$ cat src/rtl/wb_arb_pkg.sv
// wb_arb_pkg: shared state encoding and constants for the two-master Wishbone arbiter
package wb_arb_pkg;
  typedef enum logic [1:0] {IDLE, OWN0, OWN1} state_t;
  localparam int NUM_MASTERS = 2;
  localparam int DEF_TIMEOUT_CYCLES = 255;
endpackage

$ cat src/rtl/wb_arb_rr.sv
// wb_arb_rr: round-robin pick between two requests, favouring the master that did not go last
module wb_arb_rr
  import wb_arb_pkg::*;
(
  input  logic [NUM_MASTERS-1:0] req,
  input  logic                   last,
  output logic [NUM_MASTERS-1:0] win
);
  always_comb win = (req == 2'b11) ? (last ? 2'b01 : 2'b10) : req;
endmodule

$ cat src/rtl/wb_arbiter_2m.sv
// wb_arbiter_2m: two-master round-robin Wishbone arbiter, one transfer per grant.
// Optional watchdog abort compiled in with WB_ARB_TIMEOUT_EN.
module wb_arbiter_2m
  import wb_arb_pkg::*;
#(
  parameter int DATA_WIDTH     = 8,
  parameter int ADR_WIDTH      = 32,
  parameter int TIMEOUT_CYCLES = DEF_TIMEOUT_CYCLES
) (
  input  logic                  clk,
  input  logic                  rst,
  input  logic [ADR_WIDTH-1:0]  m0_adr,
  input  logic [DATA_WIDTH-1:0] m0_wdat,
  input  logic                  m0_stb,
  input  logic                  m0_cyc,
  input  logic                  m0_we,
  output logic [DATA_WIDTH-1:0] m0_rdat,
  output logic                  m0_ack,
  input  logic [ADR_WIDTH-1:0]  m1_adr,
  input  logic [DATA_WIDTH-1:0] m1_wdat,
  input  logic                  m1_stb,
  input  logic                  m1_cyc,
  input  logic                  m1_we,
  output logic [DATA_WIDTH-1:0] m1_rdat,
  output logic                  m1_ack,
  output logic [ADR_WIDTH-1:0]  s_adr,
  output logic [DATA_WIDTH-1:0] s_wdat,
  output logic                  s_stb,
  output logic                  s_cyc,
  output logic                  s_we,
  input  logic [DATA_WIDTH-1:0] s_rdat,
  input  logic                  s_ack,
  output logic [1:0]            gnt,
  output logic                  tmo
);
  state_t state, state_nx;
  logic last, last_nx;
  logic [NUM_MASTERS-1:0] win;
  logic own, sel, stb, to, ack;
  logic [DATA_WIDTH-1:0] rdat;
  wb_arb_rr u_rr (.req({m1_stb, m0_stb}), .last(last), .win(win));
  assign own = state != IDLE;
  assign sel = state == OWN1;
  assign stb = own & (sel ? m1_stb : m0_stb);
`ifdef WB_ARB_TIMEOUT_EN
  logic [15:0] cnt;
  always_ff @(posedge clk or negedge rst)
    if (!rst) cnt <= '0;
    else cnt <= !own ? '0 : (s_ack ? cnt : cnt + 16'd1);
  assign to = stb & ~s_ack & (cnt == 16'(TIMEOUT_CYCLES));
`else
  logic unused_cfg;
  assign unused_cfg = TIMEOUT_CYCLES[0];
  assign to = 1'b0;
`endif
  logic unused_cyc;
  assign unused_cyc = ^{m0_cyc, m1_cyc};
  assign ack  = stb & (s_ack | to);
  assign rdat = to ? '1 : s_rdat;
  assign tmo  = to;
  assign gnt  = {state == OWN1, state == OWN0};
  assign m0_ack  = ack & (state == OWN0);
  assign m1_ack  = ack & sel;
  assign m0_rdat = (state == OWN0) ? rdat : '0;
  assign m1_rdat = sel ? rdat : '0;
  assign s_stb  = stb & ~to;
  assign s_cyc  = stb & ~to;
  assign s_adr  = !own ? '0 : (sel ? m1_adr : m0_adr);
  assign s_wdat = !own ? '0 : (sel ? m1_wdat : m0_wdat);
  assign s_we   = own & (sel ? m1_we : m0_we);
  // An owned cycle ends on ack (real or watchdog) or when the owner drops stb
  always_comb begin
    state_nx = state;
    last_nx  = last;
    if (!own) state_nx = |win ? (win[1] ? OWN1 : OWN0) : IDLE;
    else if (ack | ~stb) begin
      state_nx = IDLE;
      last_nx  = sel;
    end
  end
  always_ff @(posedge clk or negedge rst)
    if (!rst) begin
      state <= IDLE;
      last  <= 1'b1;
    end else begin
      state <= state_nx;
      last  <= last_nx;
    end
endmodule

$ cat config.mk
export PLATFORM = sky130hd
export DESIGN_NAME = wb_arbiter_2m
export DESIGN_NICKNAME = d
export VERILOG_FILES = /design/src/rtl/wb_arb_pkg.sv /design/src/rtl/wb_arb_rr.sv /design/src/rtl/wb_arbiter_2m.sv
export SDC_FILE = /design/constraint.sdc
export NUM_CORES = 1
export LEC_CHECK = 0
export ABC_AREA = 1
export BUFFER_PORTS_ARGS = -buffer_cell sky130_fd_sc_hd__buf_2
export CORE_AREA = 2 2 63 65
export DETAILED_ROUTE_END_ITERATION = 7
export DIE_AREA = 0 0 65 67
export GPL_ROUTABILITY_DRIVEN = 0
export PLACE_DENSITY = 0.68
export RECOVER_POWER = 25
export SETUP_SLACK_MARGIN = 0.5
export SYNTH_ARGS = -nofsm -noshare
export SYNTH_HDL_FRONTEND = slang
export SYNTH_SLANG_ARGS = --single-unit
export TNS_END_PERCENT = 5
$ cat constraint.sdc
create_clock -name clk -period 3.3 [get_ports clk]
set_input_delay 0.66 -clock clk [delete_from_list [all_inputs] [get_ports clk]]
set_output_delay 0.66 -clock clk [all_outputs]
set_load 0.01 [all_outputs]
Word level (Yosys, flattened, before mapping)
Index checks and enable logic that the tools add are counted.
{ "classes": {"n_mux": 14, "n_reduce_logical": 3, "bitwise_logic": 7, "eq_ne": 4} }
{ "op_table": {"columns": ["cell", "n"], "rows": [
  ["two-way mux 32 bit", 2],
  ["two-way mux 8 bit", 4],
  ["two-way mux 2 bit", 6],
  ["bitwise AND 1 bit", 5],
  ["== test 2 bit (second input constant)", 2],
  ["== test 2 x 1 -> 1 bit (second input constant)", 1],
  ["two-way mux 1 bit", 2],
  ["inequality test 2 x 1 -> 1 bit (second input constant)", 1],
  ["AND reduction 2 bit", 1],
  ["nonzero test 2 bit", 1],
  ["OR reduction 2 bit", 1],
  ["inverter 1 bit", 1],
  ["bitwise OR 1 bit", 1]
]} }
{ "word_totals": {"reg_bits": 3, "out_inout_bits": 64, "word_cells": 30, "input_bits": 97} }

Logic depth before layout (Yosys ltp)
Gate-level depths: netlist (run 1).
{ "logic_depth": {"ltp_word": 7, "depth_mapped": 8, "ltp_nobuf": 7} }

Modules after synthesis
A second synthesis (run 1) with hierarchy kept.
{ "hier_totals": {"hier_cells": 110, "hier_area_um2": 825.8} }
{ "by_module_without_submodules": {"columns": ["mod", "instances", "cells_each", "seq_area_each_um2", "area_each_um2"], "rows": [
  ["wb_arbiter_2m", 1, 105, 76.3, 804.5],
  ["wb_arb_rr", 1, 5, 0.0, 21.3]
]} }

Least setup slack after synthesis (run 1)
OpenSTA, ideal clock, no wires.
{ "synth_path": {"path_kind": "input port to output port", "from": "input m1_stb", "to": "output m0_ack", "arrival_time_ns": 1.126, "slack_ns": 1.514, "required_ns": 2.640, "path_stages": 4, "path_buffers": 0, "cell_sequence": "nand3_1 nand2_1 nand2_1 nor2_1"} }
{ "synth_via": {"elab_chain_cells": 4} }
{ "synth_rtl": {"columns": ["element", "line_no", "source"], "rows": [
  ["from (decl)", "wb_arbiter_2m.sv:21", "input logic m1_stb,"],
  ["two-way mux 1 bit", "wb_arbiter_2m.sv:44", "assign stb = own & (sel ? m1_stb : m0_stb);"],
  ["bitwise AND 1 bit", "wb_arbiter_2m.sv:44", null],
  ["via s_cyc", "wb_arbiter_2m.sv:29", "output logic s_cyc,"],
  ["bitwise AND 1 bit", "wb_arbiter_2m.sv:58", "assign ack = stb & (s_ack | to);"],
  ["bitwise AND 1 bit", "wb_arbiter_2m.sv:62", "assign m0_ack = ack & (state == OWN0);"],
  ["to (decl)", "wb_arbiter_2m.sv:18", "output logic m0_ack,"]
]} }
The timed path passes the listed nets, and every way through them passes these cells.

Final worst setup path (run 1)
{ "layout_path": {"from": "register state[0]", "to": "output s_wdat[7]"} }
{ "layout_via": {"elab_chain_cells": 3, "elab_cells_between_ends": 4, "classes_between": "eq/ne: 1; mux: 2; reduce/logical: 1"} }
{ "layout_rtl": {"columns": ["element", "line_no", "source"], "rows": [
  ["from (decl)", "wb_arbiter_2m.sv:36", "state_t state, state_nx;"],
  ["from (signal assigned)", "wb_arbiter_2m.sv:86", "state <= state_nx;"],
  ["== test 2 bit", "wb_arbiter_2m.sv:43", "assign sel = state == OWN1;"],
  ["two-way mux 8 bit", "wb_arbiter_2m.sv:69", "assign s_wdat = !own ? '0 : (sel ? m1_wdat : m0_wdat);"],
  ["two-way mux 8 bit (*)", "wb_arbiter_2m.sv:69", null],
  ["to (decl)", "wb_arbiter_2m.sv:27", "output logic [DATA_WIDTH-1:0] s_wdat,"]
]} }
Every way passes the cells marked *; elsewhere a longest branch is shown, timed or not.

==> summary.txt, run 1 <==
Global routing
  – Initial antenna violation count: 0
  – GRT Residual Overflow: 0
  – Largest net degree at the start of global routing: 43
  – First-pass GRT wire length: 5299 um
  – Gr usage total: 0.1552
  – Vias in the first global route: approximately 1100

Synthesis
  – Area share of the largest cell type after synthesis: 0.4881
  – Yosys reg bits: 3
  – Top area cells in the synthesized netlist: a22o_1 49%, nor2_1 9.7%, dfrtp_1 6.8%, buf_6 6.1%, inv_1 5.6%
  – Count of cell types in the netlist: 17
  – Post-synthesis sequential area ratio: 0.1037
  – Gate Count Post-Synth: 106
  – Yosys top cell by area: a22o_1
  – Mapped cell area: around 740 um2
  – Syn nets: 203
  – Avg Inst Size Synth: slightly below 7 um2
  – YS warnings: 0

Timing
  – Period utilization: 0.7484
  – Slew Limit Fails: 0
  – RSZ-0062 raised after global routing: false
  – Crit path time final: approximately 2.5 ns
  – Fmax: 404.9 MHz
  – TNS Setup: 0 ns
  – Final Hold Fails: 0
  – Final setup margin: between 0.8 and 0.9 ns
  – Final setup fails: 0
  – Hold_ws: between 0.2 and 0.25 ns
  – Clock Skews: between 0.003 and 0.004 ns

Worst setup path
  – Worst path bufs/invs: 3
  – Slowest cell on the critical path: nand2_1
  – Slowest cell delay on critical path: about 0.36 ns
  – Worst reg2reg path depth: 7
  – Kind of critical path: register to output pin
  – Critical R2R Launch: state[0]$_DFFE_PN0P_
  – Delay-heaviest family, CP: buffers and inverters
  – Startpoint Class: register
  – Worst R2R Setup Slack: 2.01 ns
  – CP arrival: approximately 1.8 ns
  – Worst reg2reg endpoint: last$_DFFE_PN1P_
  – Setup crit end kind: output pin
  – Crit path required time: approximately 2.6 ns
  – Critical-path cell list: clkinvlp_2 > nand2_1 > inv_4 > a22o_1 > buf_2
  – Worst-path fanout max: 42

Clock network
  – Total CTS buffers: 3
  – Clk_lat worst skew: around 0.22 ns
  – Number of hold buffers added after cts: 0
  – CTS max path bufs: 2
  – Clock sinks: 3
  – Setup Fix Bufs, Post-CTS: 0
  – CTS tree: built
  – H-tree depth: 1
  – CTS resizes: 0
  – Clk root buf: clkbuf_8
  – Clock slew seen by the registers of the worst setup and hold paths: about 0.03 ns

Die
  – Num rows: 22
  – Core Region: approximately 0.0036 mm2
  – Initial Utilization: 0.2040
  – Die area: around 0.0044 mm2
  – DIE WIDTH: around 65 um
  – # IOs: roughly 160
  – Die Span Y: approximately 67 um

Cells and area
  – Final net count: roughly 350
  – Layout cells sized above 1: 0.6055
  – Area Growth Syn to Fin: 107.0%
  – Fillers: between 300 and 400
  – Antenna cell count: 0
  – Final Util: 0.4223

Routing
  – DR vias: 1332
  – Antenna-violating nets left: 0
  – Drt first pass iters: 6
  – WL final: a little under 4000 um
  – First-iteration detailed-routing DRC count: 46
  – DR vias/cell: ~4.4
  – Drc violations: 0
  – Drt wl/cell: approximately 13 um

Placement
  – HPWL Detailed: roughly 3000 um
  – Buffers on Ports: 157
  – Pre-CTS WS: 1.306 ns

Power and ir drop
  – Leak: about 1 nW
  – Power consumption: around 940 uW
  – Pwr dens: 619.5 mW/mm2
  – Worst VDD drop: approximately 0.31 mV

Run status
  – Status: completed

Job
  – # Max-Cap Violations: 0

Hold path
  – Hold crit path type: input port to async pin
-- logic make-up after synthesis --
family                 Yosys count  synth area share
flip-flops                       3            0.1038
other                            1          0.005097
AO/OA/AOI/OAI                   44            0.5119
AND/OR/NAND/NOR                 32            0.1769
buffers and inverters           26            0.2024
-- registers in the layout, indices dropped and copies added (netlist names) --
register and flops:
state 2, last 1
-- layout by cell type (no fill, tap or decap), drive strengths merged --
master / count
clkinvlp: 1
inv: 13
a22o: 41
dfstp: 1
dfrtp: 2
nand2: 11
buf: 149
nor2: 19
o22ai: 2
o21ai: 1
clkbuf: 13
conb: 1
nand3: 2
-- metal layers --
metal / vias to the layer above / wire length [um] / track usage
met4: 0 / 34 / 0.04787
li1: 681 / - / -
met1: 584 / 1488 / 0.1861
met5: - / 0 / 0
met2: 63 / 1878 / 0.2603
met3: 4 / 466 / 0.05236
-- final cells by class --
| class | count | area [um2] | share of cell area |
|---|---|---|---|
| Inverter | 14 | 56.30 | 0.03698 |
| Clock buffer | 4 | 45.04 | 0.02958 |
| Multi-Input combinational cell | 77 | 503.0 | 0.3303 |
| Timing Repair Buffer | 158 | 782.0 | 0.5136 |
| Sequential cell | 3 | 76.32 | 0.05012 |
| Tap cell | 48 | 60.06 | 0.03944 |
-- power breakdown --
group,internal (mW),total [mW],switching (mW)
logic,0.331,0.766,0.436
registers,0.0562,0.0697,0.0135
clock network,0.0824,0.107,0.0249
total,0.469,0.943,0.474
-- worst max-delay path by stage --
| stage | start | to | slack [ns] | depth (start not counted) |
|---|---|---|---|---|
| finish | state[0]$_DFFE_PN0P_ | s_wdat[7] | 0.83 | 5 |
| global placement | state[0]$_DFFE_PN0P_ | m1_ack | 1.33 | 6 |
| detailed placement | state[0]$_DFFE_PN0P_ | m1_ack | 1.31 | 6 |
| floorplan | m1_stb | m0_ack | 1.51 | 4 |
| global route | state[0]$_DFFE_PN0P_ | s_adr[14] | 0.68 | 5 |
| CTS | state[0]$_DFFE_PN0P_ | m1_ack | 1.06 | 6 |
-- cell usage after synthesis --
cell type	n
o22ai_1	2
inv_1	11
o21ai_0	1
inv_2	1
dfrtp_1	2
buf_6	4
nand2_4	1
nand3_1	2
conb_1	1
clkbuf_1	3
buf_4	4
a22o_1	41
inv_4	2
dfstp_2	1
nor2_1	19
nand2_1	10
buf_2	1
-- worst reg2reg max path: cells and delay by family (launching register included) --
kind	cells	cell delay (ns)
buffers and inverters	1	0.38
DFF	1	0.35
and+or+nand+nor	6	0.49
-- per-stage QoR --
stage | cell area [um2] | instances
final | 1523 | 304
after global routing | 1523 | 304
after CTS | 1543 | 304
after detailed placement | 1498 | 300
after global placement | 1498 | 300
after floorplan | 735.7 | 106
Note: power is estimated with default switching activity, not from simulation.
==> run 2: changes to the inputs <==
--- a/config.mk
+++ b/config.mk
@@ -5,13 +5,13 @@
 export SDC_FILE = /design/constraint.sdc
 export NUM_CORES = 1
 export LEC_CHECK = 0
-export ABC_AREA = 1
+export ABC_AREA = 0
 export BUFFER_PORTS_ARGS = -buffer_cell sky130_fd_sc_hd__buf_2
-export CORE_AREA = 2 2 63 65
+export CORE_MARGIN = 2
+export CORE_UTILIZATION = 23
 export DETAILED_ROUTE_END_ITERATION = 7
-export DIE_AREA = 0 0 65 67
 export GPL_ROUTABILITY_DRIVEN = 0
-export PLACE_DENSITY = 0.68
+export PLACE_DENSITY = 0.73
 export RECOVER_POWER = 25
 export SETUP_SLACK_MARGIN = 0.5
 export SYNTH_ARGS = -nofsm -noshare
==> constraint.sdc (replaced) <==
create_clock -name clk -period 2.1 [get_ports clk]
set_input_delay 0.42 -clock clk [delete_from_list [all_inputs] [get_ports clk]]
set_output_delay 0.42 -clock clk [all_outputs]
set_load 0.01 [all_outputs]
==> run 2 against run 1 <==
  * Design area rose by 19%
  * Critical path type unchanged
  * Worst setup slack got worse by 0.52 ns
  * Combinational power rose by 89%
  * Sequential power rose by 56%
  * Core utilization rose by 8.1 points
  * Clock power rose by 62%
  * Global-route usage rose by 0.18 points
  * Count of clock-buffer cells in the layout did not move
==> summary.txt, run 2 <==
Power and ir drop
  – Worst VDD drop: between 0.5 and 0.6 mV
  – Leak: 1.098 nW
  – Pwr dens: between 900 and 1000 mW/mm2

Worst setup path
  – Worst-path fanout max: 13
  – Kind of critical path: register to output pin
  – Startpoint Class: register
  – CP arrival: 1.37 ns
  – Setup crit end kind: output pin
  – Worst R2R Setup Slack: a little over 0.9 ns
  – Crit path required time: around 1.7 ns

Run status
  – Status: completed

Timing
  – Clock Skews: 0.006850 ns
  – RSZ-0062 raised after global routing: true
  – Crit path time final: between 1.5 and 2 ns
  – Final Hold Fails: 0
  – Hold_ws: approximately 0.42 ns
  – Period utilization: 0.8545
  – Final setup fails: 0
  – TNS Setup: 0 ns
  – Slew Limit Fails: 0
  – Fmax: between 500 and 600 MHz

Routing
  – First-iteration detailed-routing DRC count: 25
  – Antenna-violating nets left: 0
  – Drt first pass iters: 4
  – DR vias: between 1000 and 1500
  – DR vias/cell: 4.597
  – WL final: between 3000 and 4000 um
  – Drc violations: 0
  – Drt wl/cell: roughly 12 um

Synthesis
  – Most common cell in the synthesized netlist: a22o_2
  – Count of cell types in the netlist: 23
  – YS warnings: 0
  – Post-synth top flop: dfrtp_1
  – Yosys reg bits: 3
  – Syn nets: around 190
  – Gate Count Post-Synth: between 90 and 100
  – Post-synthesis sequential area ratio: 0.09010
  – Post-synth EDFFs: 0
  – Asr flop ratio synth: 1.000
  – Mapped cell area: around 850 um2
  – Top area cells in the synthesized netlist: a22o_2 35%, a22o_1 12%, buf_8 7.1%, and2_1 6.6%, and2_2 6.2%
  – Yosys top cell by area: a22o_2
  – Area share of the largest cell type after synthesis: 0.3545
  – Synth cell count leaders: 30 x a22o_2, 12 x a22o_1, 9 x and2_1
  – Avg Inst Size Synth: between 9 and 10 um2

Die
  – Core Region: approximately 0.0036 mm2
  – Die Span Y: between 60 and 70 um
  – Num rows: 22
  – Initial Utilization: 0.2349
  – Die area: 0.004184 mm2
  – # IOs: ~160
  – DIE WIDTH: approximately 65 um

Cells and area
  – Commonest non-fill, non-tap cell in the layout: buf_2
  – Most frequent cells in the layout: 147 x buf_2, 26 x a22o_2, 12 x a22o_1
  – Area of the multi-input gates: roughly 660 um2
  – Largest reg by FF count: state
  – Final Non-Filler Cells: 300
  – Seq. cell area: between 70 and 80 um2
  – Layout cells sized above 1: 0.8095
  – Fillers: 359
  – Max FFs per register: 2
  – Antenna cell count: 0
  – Final net count: 350
  – Area Growth Syn to Fin: 114.2%
  – Top Registers: state: 2 flops, last: 1 flops

Placement
  – Buffers on Ports: about 160
  – HPWL Detailed: about 2700 um
  – Placed cells: ~290

Clock network
  – Clock slew seen by the registers of the worst setup and hold paths: 0.03 ns
  – Clk root buf: clkbuf_8
  – Clk_lat worst skew: roughly 0.22 ns
  – H-tree depth: 1
  – CTS max path bufs: 2
  – Clock sinks: 3
  – CTS tree: built
  – Total CTS buffers: 3

Global routing
  – Vias in the first global route: about 1200
  – First-pass GRT wire length: 5340 um
  – Largest net degree at the start of global routing: 28
  – GRT Residual Overflow: 0
  – Gr usage total: 0.1570
  – Initial antenna violation count: 0

Job
  – # Max-Cap Violations: 0

Hold path
  – Hold crit path type: input port to register
==> run 2: changes by cell type in the layout (fill, tap and decap cells not counted), moves of 4 or more <==
| cell | previous run | this run |
|---|---|---|
| a22o_4 | 0 | 4 |
| nand2_1 | 11 | 2 |
| a22o_1 | 41 | 12 |
| a22o_2 | 0 | 26 |
| and2_2 | 0 | 7 |
| nor2_1 | 19 | 0 |
| and2_1 | 0 | 5 |
| and2_0 | 0 | 4 |
| buf_6 | 0 | 6 |
| inv_1 | 12 | 0 |
==> run 2: final timing paths <==
path | from | endpoint | cells after the start
setup / recovery | state[1]$_DFFE_PN0P_ | s_adr[13] | 5
hold / removal | s_ack | last$_DFFE_PN1P_ | 2
setup reg to reg | state[0]$_DFFE_PN0P_ | state[0]$_DFFE_PN0P_ | 3
hold reg to reg | last$_DFFE_PN1P_ | last$_DFFE_PN1P_ | 2
max in group asynchronous | rst | last$_DFFE_PN1P_ | 2
min in group asynchronous | rst | state[1]$_DFFE_PN0P_ | 2
==> run 2: critical path, cell delays in order, from the launching register on <==
cell and delay [ns]:
dfrtp_1 0.37, nor2b_4 0.14, buf_4 0.15, buf_16 0.14, a22o_2 0.22, buf_2 0.14
==> run 2: cell families (layout without fill, tap and decap cells) <==
group,count (synthesis),count (layout),synth area share
and+or+nand+nor,28,28,0.2216
buffers and inverters,15,173,0.1699
other,1,1,0.004427
DFF,3,3,0.09011
AOI/OAI and AO/OA,47,47,0.5140
==> run 2: per-layer routing <==
| layer | wire length (um) | GRT usage | share of wire |
|---|---|---|---|
| met4 | 19 | 0.03191 | 0.0053 |
| met1 | 1393 | 0.1824 | 0.39 |
| met2 | 1941 | 0.3021 | 0.54 |
| met5 | 0 | 0 | 0 |
| met3 | 239 | 0.02257 | 0.066 |
==> run 2: timing repair <==
action,in CTS,in global routing
hold endpoints to repair,2,0
setup endpoints to repair,63,63
gates cloned,3,0
hold buffers,1,0
resized for setup,12,3
setup buffers,4,1
==> run 2: per-stage QoR <==
stage,utilization,total power [mW],setup WS (ns),cell area [um2]
after CTS,0.5021,1.751,0.3199,1810
after global routing,0.5031,1.862,0.2369,1814
after global placement,0.4393,1.299,0.5242,1584
final,0.5031,1.735,0.3056,1814
after detailed placement,0.4393,1.310,0.5305,1584
after floorplan,-,0.9772,0.6442,847.1
==> run 2: cell type report <==
type | instances | area share
Sequential cell | 3 | 0.04207
Clock buffer | 4 | 0.02483
Timing Repair Buffer | 169 | 0.5379
Tap cell | 48 | 0.03310
Multi-Input combinational cell | 76 | 0.3621
==> run 2: power by group <==
| group | switching (mW) | internal (mW) |
|---|---|---|
| clock | 0.0434 | 0.130 |
| sequential | 0.0209 | 0.0881 |
| combinational | 0.653 | 0.799 |
| total | 0.718 | 1.02 |
==> run 3: changes to the inputs <==
--- a/config.mk
+++ b/config.mk
@@ -8,10 +8,12 @@
 export ABC_AREA = 0
 export BUFFER_PORTS_ARGS = -buffer_cell sky130_fd_sc_hd__buf_2
 export CORE_MARGIN = 2
-export CORE_UTILIZATION = 23
+export CORE_UTILIZATION = 24
+export CTS_BUF_LIST = sky130_fd_sc_hd__clkbuf_4
 export DETAILED_ROUTE_END_ITERATION = 7
 export GPL_ROUTABILITY_DRIVEN = 0
-export PLACE_DENSITY = 0.73
+export GPL_TIMING_DRIVEN = 0
+export PLACE_DENSITY = 0.76
 export RECOVER_POWER = 25
 export SETUP_SLACK_MARGIN = 0.5
 export SYNTH_ARGS = -nofsm -noshare
==> run 3 against run 2 <==
  * Design area rose by 0.28%
  * Count of clock-buffer cells in the layout did not move
  * Critical path depth fell by 1
  * Flip-flop and latch count did not move
  * Cell count rose by 1.0%
  * Sequential share of layout area rose by 0.057 points
  * Wire length rose by 6.1%
  * Clock power fell by 32%
  * Power fell by 2.1%
  * Fmax fell by 2.8%
  * Global-route usage rose by 1.0 points
==> summary.txt, run 3 (synthesis results as in run 2) <==
Run status
  – Status: completed

Timing
  – Crit path time final: around 1.8 ns
  – RSZ-0062 raised after global routing: true
  – TNS Setup: 0 ns
  – Fmax: around 540 MHz
  – Hold_ws: around 0.42 ns
  – Slew Limit Fails: 0
  – Final setup margin: approximately 0.25 ns
  – Final Hold Fails: 0
  – Clock Skews: between 0.001 and 0.0015 ns
  – Final setup fails: 0
  – Period utilization: 0.8790

Placement
  – Pre-CTS WS: 0.4521 ns
  – Area after DPL: ~0.0017 mm2
  – Buffers on Ports: 157
  – HPWL Detailed: 3091 um
  – Placed cells: 297

Die
  – Die Span Y: about 63 um
  – Die area: around 0.0040 mm2
  – Core Region: approximately 0.0034 mm2
  – Num rows: 21
  – DIE WIDTH: around 63 um
  – # IOs: 161
  – Initial Utilization: 0.2519

Clock network
  – CTS tree: built
  – Clock slew seen by the registers of the worst setup and hold paths: around 0.040 ns
  – Total CTS buffers: 3
  – Clk_lat worst skew: 0.24 ns
  – Clk root buf: clkbuf_4
  – Clock sinks: 3
  – CTS max path bufs: 2
  – H-tree depth: 1

Cells and area
  – Area of the multi-input gates: 641.9 um2
  – Top Registers: state: 2 flops, last: 1 flops
  – Layout cells sized above 1: 0.8132
  – Final net count: ~360
  – Fillers: approximately 340
  – Commonest non-fill, non-tap cell in the layout: buf_2
  – Final instance area: between 0.0015 and 0.002 mm2
  – Area Growth Syn to Fin: 114.8%
  – Antenna cell count: 0
  – Largest reg by FF count: state
  – Most frequent cells in the layout: 143 x buf_2, 28 x a22o_2, 12 x a22o_1
  – Final Util: 0.5409
  – Max FFs per register: 2
  – Final Non-Filler Cells: between 300 and 400
  – Seq. cell area: between 70 and 80 um2

Worst setup path
  – Startpoint Class: register
  – Worst path bufs/invs: 2
  – Setup crit end kind: output pin
  – Slowest cell on the critical path: dfrtp_1
  – CP arrival: between 1 and 1.5 ns
  – Kind of critical path: register to output pin
  – Delay-heaviest family, CP: flip-flops
  – Worst-path fanout max: 10
  – Critical-path cell list: and2b_1 > clkbuf_1 > and2_1 > clkbuf_1
  – CP dominant cell by count: clkbuf_1
  – Slowest cell delay on critical path: between 0.4 and 0.5 ns
  – Crit path required time: 1.68 ns

Global routing
  – GRT Residual Overflow: 0
  – Vias in the first global route: 1257
  – First-pass GRT wire length: approximately 5600 um
  – Initial antenna violation count: 0
  – Gr usage total: 0.1673
  – Largest net degree at the start of global routing: 11

Power and ir drop
  – Power consumption: about 1.7 mW
  – Worst VDD drop: around 0.5 mV
  – Leak: 1.098 nW
  – Pwr dens: between 900 and 1000 mW/mm2

Routing
  – DR vias: between 1000 and 1500
  – Antenna-violating nets left: 0
  – Drt first pass iters: 4
  – DR vias/cell: ~4.5
  – WL final: around 3800 um
  – Drc violations: 0
  – Drt wl/cell: ~13 um
  – First-iteration detailed-routing DRC count: 38

Hold path
  – Hold crit path type: input port to register

Job
  – # Max-Cap Violations: 0
==> run 3: changes by cell type in the layout (fill, tap and decap cells not counted), sizes merged <==
cell	previous run	this run
buf	161	164
clkbuf	11	13
==> run 3: worst paths after layout <==
path / from / end / slack [ns] / depth (start not counted)
max in group asynchronous: rst / last$_DFFE_PN1P_ / 1.37 / 2
hold reg to reg: last$_DFFE_PN1P_ / last$_DFFE_PN1P_ / 0.53 / 2
setup reg to reg: state[0]$_DFFE_PN0P_ / last$_DFFE_PN1P_ / 1.08 / 3
setup / recovery: state[0]$_DFFE_PN0P_ / m0_rdat[5] / 0.25 / 4
hold / removal: s_ack / last$_DFFE_PN1P_ / 0.42 / 2
min in group asynchronous: rst / state[1]$_DFFE_PN0P_ / 0.51 / 2
==> run 3: timing repair <==
| item | 4_1_cts | 5_1_grt |
|---|---|---|
| resized for setup | 13 | 5 |
| buffers inserted | 1 | 0 |
| hold buffers | 1 | 0 |
| endpoints found under the hold margin | 2 | 0 |
| endpoints found under the setup margin | 63 | 63 |
==> run 3: power breakdown <==
part,leakage [nW],switching [mW],internal [mW]
clock network,0.0184,0.0324,0.0842
registers,0.0350,0.0239,0.0894
logic,1.04,0.662,0.806
==> run 3: cell type report <==
| cell class | instances | share of cell area |
|---|---|---|
| well taps | 46 | 0.03164 |
| plain buffers | 15 | 0.08528 |
| multi-input cells | 76 | 0.3528 |
| repair buffers | 159 | 0.4711 |
| flip-flops and latches | 3 | 0.04264 |
| clock buffers | 4 | 0.01651 |
==> run 3: routing by layer <==
layer / wire length, um / track usage / part of all wire
met1: 1488 / 0.1885 / 0.39
met5: 0 / 0 / 0
met4: 27 / 0.03533 / 0.0071
met3: 197 / 0.02500 / 0.052
met2: 2101 / 0.3263 / 0.55
==> run 3: worst register-to-register path: cells and delay by family (launching register included) <==
family / cells / cell delay, ns
flops: 1 / 0.44
buf+inv: 2 / 0.39
compound gates: 1 / 0.11
